$ cat src/rtl/ram_reader_pkg.sv
// Shared types for the RAM playback reader.
// FSM encoding and skid buffer depth.
package ram_reader_pkg;

  typedef enum logic [1:0] {
    IDLE  = 2'd0,
    RUN   = 2'd1,
    DRAIN = 2'd2
  } state_t;

  localparam int BUF_DEPTH = 2;

endpackage

$ cat src/rtl/ram_playback_reader_skid.sv
// Two-entry FIFO with fall-through when empty.
// Absorbs read data returning while downstream stalls.
module skid_buffer_2
  import ram_reader_pkg::*;
#(
  parameter int DATA_WIDTH = 8
) (
  input  logic                  clk,
  input  logic                  rst_n,
  input  logic                  push,
  input  logic [DATA_WIDTH-1:0] din,
  input  logic                  pop,
  output logic [1:0]            count,
  output logic                  valid,
  output logic [DATA_WIDTH-1:0] head
);

  logic [DATA_WIDTH-1:0] mem0;
  logic [DATA_WIDTH-1:0] mem1;
  logic [1:0]            cnt;
  logic                  full;

  assign full  = (cnt == 2'(BUF_DEPTH));
  assign count = cnt;
  assign valid = (cnt != 2'd0) || push;
  assign head  = (cnt != 2'd0) ? mem0 : din;

  always_ff @(posedge clk) begin
    if (!rst_n) begin
      cnt  <= 2'd0;
      mem0 <= '0;
      mem1 <= '0;
    end else if (push && pop) begin
      // empty case bypasses straight through
      if (cnt == 2'd1) begin
        mem0 <= din;
      end else if (full) begin
        mem0 <= mem1;
        mem1 <= din;
      end
    end else if (push) begin
      if (cnt == 2'd0) mem0 <= din;
      else             mem1 <= din;
      cnt <= cnt + 2'd1;
    end else if (pop) begin
      mem0 <= mem1;
      cnt  <= cnt - 2'd1;
    end
  end

endmodule

$ cat src/rtl/ram_playback_reader.sv
// Plays back RAM contents as a valid/ready stream
// for a programmed length and loop count.
module ram_playback_reader
  import ram_reader_pkg::*;
#(
  parameter int DATA_WIDTH = 8,
  parameter int ADDR_WIDTH = 5,
  parameter int LOOP_WIDTH = 16
) (
  input  logic                  clk,
  input  logic                  rst_n,
  input  logic                  start,
  input  logic                  stop,
  input  logic [ADDR_WIDTH:0]   length,
  input  logic [LOOP_WIDTH-1:0] n_loops,
  output logic [ADDR_WIDTH-1:0] ram_addr,
  output logic                  ram_we,
  input  logic [DATA_WIDTH-1:0] ram_dout,
  output logic [DATA_WIDTH-1:0] m_data,
  output logic                  m_valid,
  input  logic                  m_ready,
  output logic                  busy,
  output logic                  done
);

  state_t                state;
  state_t                state_nx;
  logic [ADDR_WIDTH-1:0] addr;
  logic [LOOP_WIDTH-1:0] pass;
  logic [ADDR_WIDTH:0]   len_q;
  logic [LOOP_WIDTH-1:0] loops_q;
  logic                  in_flight;
  logic                  done_r;
  logic [1:0]            cnt;
  logic                  issue;
  logic                  at_end;
  logic                  last_pass;
  logic                  drained;
  logic                  pop;

  assign ram_addr = addr;
  assign ram_we   = 1'b0;
  assign busy     = (state != IDLE);
  assign done     = done_r;
  assign pop      = m_valid && m_ready;

  skid_buffer_2 #(.DATA_WIDTH(DATA_WIDTH)) u_buf (
    .clk   (clk),
    .rst_n (rst_n),
    .push  (in_flight),
    .din   (ram_dout),
    .pop   (pop),
    .count (cnt),
    .valid (m_valid),
    .head  (m_data)
  );

  // credit: never issue more than the buffer can hold
  always_comb begin
    issue = (state == RUN) && !stop &&
            ((int'(cnt) + int'(in_flight)) < BUF_DEPTH);
    at_end = ({1'b0, addr} ==
              (len_q - {{ADDR_WIDTH{1'b0}}, 1'b1}));
    last_pass = (loops_q != '0) &&
                ((pass + LOOP_WIDTH'(1)) == loops_q);
    drained = !in_flight && (cnt == 2'd0);
  end

  always_comb begin
    state_nx = state;
    unique case (state)
      IDLE: begin
        if (start && (length != '0)) state_nx = RUN;
      end
      RUN: begin
        if (stop || (issue && at_end && last_pass))
          state_nx = DRAIN;
      end
      DRAIN: begin
        if (drained) state_nx = IDLE;
      end
      default: state_nx = IDLE;
    endcase
  end

  always_ff @(posedge clk) begin
    if (!rst_n) begin
      state     <= IDLE;
      addr      <= '0;
      pass      <= '0;
      len_q     <= '0;
      loops_q   <= '0;
      in_flight <= 1'b0;
      done_r    <= 1'b0;
    end else begin
      state     <= state_nx;
      in_flight <= issue;
      done_r    <= ((state == IDLE) && start && (length == '0)) ||
                   ((state == DRAIN) && drained);
      if ((state == IDLE) && start) begin
        addr    <= '0;
        pass    <= '0;
        len_q   <= length;
        loops_q <= n_loops;
      end else if (issue) begin
        if (at_end) begin
          addr <= '0;
          pass <= pass + LOOP_WIDTH'(1);
        end else begin
          addr <= addr + ADDR_WIDTH'(1);
        end
      end
    end
  end

endmodule
$ cat config.mk
export PLATFORM = sky130hd
export DESIGN_NAME = ram_playback_reader
export DESIGN_NICKNAME = d
export VERILOG_FILES = /design/src/rtl/ram_reader_pkg.sv /design/src/rtl/ram_playback_reader_skid.sv /design/src/rtl/ram_playback_reader.sv
export SDC_FILE = /design/constraint.sdc
export NUM_CORES = 1
export LEC_CHECK = 0
export BUFFER_PORTS_ARGS = -buffer_cell sky130_fd_sc_hd__buf_4
export CORE_MARGIN = 2
export CORE_UTILIZATION = 53
export DETAILED_ROUTE_END_ITERATION = 10
export PLACE_DENSITY = 0.75
export SLEW_MARGIN = 20
export SYNTH_ARGS = -nofsm -noshare
export SYNTH_HDL_FRONTEND = slang
export SYNTH_SLANG_ARGS = --single-unit
$ cat constraint.sdc
create_clock -name clk -period 2.6 [get_ports clk]
set_clock_uncertainty 0.05 [all_clocks]
set_input_delay 0.52 -clock clk [delete_from_list [all_inputs] [get_ports clk]]
set_output_delay 0.52 -clock clk [all_outputs]
set_load 0.02 [all_outputs]
==> summary.md <==
| Metric | Value |
|---|---|
| Status | `finished, final reports clean` |
| Fin. Hold Viols | `0` |
| Routed WL | `7.74 mm` |
| Buffer depth of the longest clock path | `2` |
| Crit path capture type | `flip-flop` |
| Unrepaired setup endpoints after global routing | `no` |
| Peak VDD IR | `604 µV` |
| Tightest Hold Check Type | `input port to flip-flop` |
| Crit path max fanout | `4` |
| CTS resizes | `0` |
| # nets final | `517` |
| Post-synth top area share | `36.8%` |
| P&R area growth vs syn | `18.9%` |
| Placed insts | `540` |
| Top cell type by total area after synthesis | `dfxtp_1` |
| Place WS | `0.184 ns` |
| Dpl hpwl | `5.73 mm` |
| Reg area | `roughly 0.0013 mm²` |
| Antenna viol nets, final | `0` |
| Die Y | `85.7 µm` |
| Worst-margin pin slew | `0.535 ns` |
| CTS H-tree lvls | `3` |
| Commonest non-fill, non-tap cell in the layout | `nand2_1` |
| Post-synthesis cell type count | `45` |
| Total congestion overflow | `0` |
| Vias per cell | `5.55` |
| Worst-Skew Late Latency | `roughly 0.33 ns` |
| Main flop type after synthesis | `dfxtp_1` |
| Worst hold slack | `0.403 ns` |
| WP data required | `2.77 ns` |
| Drt wl/cell | `around 14 µm` |
| Core footprint | `0.00639 mm²` |
| Cell Chain, Critical Path | `inv_1 > ha_1 > nand2b_1 > a311o_1 > a2111oi_4 > buf_4 > o2111ai_1 > a211o_1 > and4b_1` |
| Via count | `3,092` |
| I/O pin cnt | `52` |
| Slew Limit Fails | `0` |
| Critical path class | `flip-flop to flip-flop` |
| Filler Cell Count | `561` |
| Vias in the first global route | `2,942` |
| Synth Instances | `423` |
| Die area | `between 0.007 and 0.008 mm²` |
| Area occupied by multi-input gates | `0.00209 mm²` |
| Placer Congestion | `0.878` |
| Crit path largest cell delay | `roughly 0.37 ns` |
| Crit path DAT | `2.61 ns` |
| Finished Layout Cells | `about 560` |
| Top post-synthesis cells by area | `dfxtp_1 37%, nand2_1 8.1%, xor2_1 6.7%` |
| Dpl cell area | `about 0.0040 mm²` |
| N_diodes | `0` |
| Worst Hold Depth | `3` |
| Mapped Nets | `465` |
| Die width | `85.7 µm` |
| Setup TNS Final | `0 ns` |
| Clock sink count | `65` |
| First-pass GRT wire length | `13.4 mm` |
| Final Critical Period | `2.44 ns` |
| Design area | `0.00420 mm²` |
| Worst slew margin | `64.0%` |
| FP Rows | `29` |
| R2R cell count | `9` |
| Detailed Routing Iterations Pass 1 | `4` |
| Tcrit/Tclk final | `93.9%` |
| CTS Root Cell | `clkbuf_8` |
| Critical path's slowest cell | `dfxtp_1` |
| Pin count of the biggest net entering global routing | `46` |
| Starting Density | `a little under three fifths` |
| CTS tree | `done` |
| Drt drc | `0` |
| Ys Warns | `0` |
| Maxcap violations | `0` |
| Tot Pwr | `2.82 mW` |
| CTS clock-pin slew for the worst setup and hold paths | `0.06 ns` |
| Yosys reg bits | `65` |
| Initial antenna violation count | `0` |
| Most frequent cells in the layout | `76 x nand2_1, 65 x dfxtp_1, 65 x buf_4` |
| Synth async-reset ratio | `0%` |
| Fmax | `409 MHz` |
| Final setup viols | `0` |
| Synthesized area | `0.00353 mm²` |
| PD cells | `between 600 and 700 mW/mm²` |
| CP Launch Type | `flip-flop` |
| GRT Overall Usage | `22.4%` |
| Final Core Density | `65.8%` |
| Initial drt markers | `217` |
| Synthesized area per cell | `~8.4 µm²` |
| Post-synth EDFFs | `0` |
| Leak | `roughly 1.8 nW` |
| Share of cells above drive strength 1 | `19.0%` |
| Total CTS buffers | `9` |
| Post-synthesis sequential area ratio | `between 30% and 40%` |
| Setup ws final | `0.158 ns` |
| Port Buffers | `50` |
==> routing by layer <==
metal	routed length [µm]	vias to the layer above	share of wire, %	track usage [%]
li1	-	1555	-	-
met1	3660	1438	47	30.1
met2	3550	86	46	35.4
met3	385	13	5.0	4.04
met4	142	0	1.8	9.81
met5	0	-	0	0
==> Yosys cell counts, drive strengths merged, types with 13 or more instances <==
library cell	count
nand4	13
a21boi	23
clkbuf	19
nand3	24
nand2	76
xnor2	18
nor2	29
dfxtp	65
xor2	27
==> critical path: cells and delay by family (launching register included) <==
kind	cells	cell delay (ns)
DFF	1	0.37
AOI/OAI and AO/OA	4	1.12
adders and majority gates	1	0.21
buffers and inverters	2	0.24
and+or+nand+nor	2	0.35
==> worst paths after layout <==
check	slack, ns	from	endpoint
worst min register to register	0.44	loops_q[12]	loops_q[12]
worst min-delay path	0.40	n_loops[4]	loops_q[4]
worst max register to register	0.16	len_q[1]	state[0]
worst max-delay path	0.16	len_q[1]	state[0]
==> what timing repair did <==
item,in CTS,in global routing
setup buffers,0,1
hold buffers,0,0
setup endpoints to repair,0,1
==> flip-flops by register name, indices dropped and copies added (netlist names) <==
name	cells
done	1
in_flight	1
len_q	6
loops_q	16
pass	16
ram_addr	5
state	2
u_buf.count	2
u_buf.mem0	8
u_buf.mem1	8
==> power by group <==
| group | switching, mW | leakage, nW | internal [mW] |
|---|---|---|---|
| clock network | 0.360 | 0.0974 | 0.467 |
| registers | 0.0683 | 0.529 | 1.08 |
| logic | 0.440 | 1.17 | 0.403 |
==> logic make-up after synthesis <==
logic type | share of synthesized area, %
XOR/XNOR | 11.2
other | 0.106
adder cells (fa/ha/maj) | 2.48
AND/OR/NAND/NOR | 26.9
multiplexers | 6.02
flip-flops | 36.8
AO/OA/AOI/OAI | 12.6
buffers and inverters | 4.00
==> area by class of cell <==
cell class	instances	share of cell area, %
clock buffers	13	3.54
repair buffers	65	11.6
well taps	77	2.29
multi-input cells	324	49.8
clock inverters	3	0.952
flip-flops and latches	65	31.0
inverters	10	0.893
No activity file was read; power rests on OpenSTA's default activity.
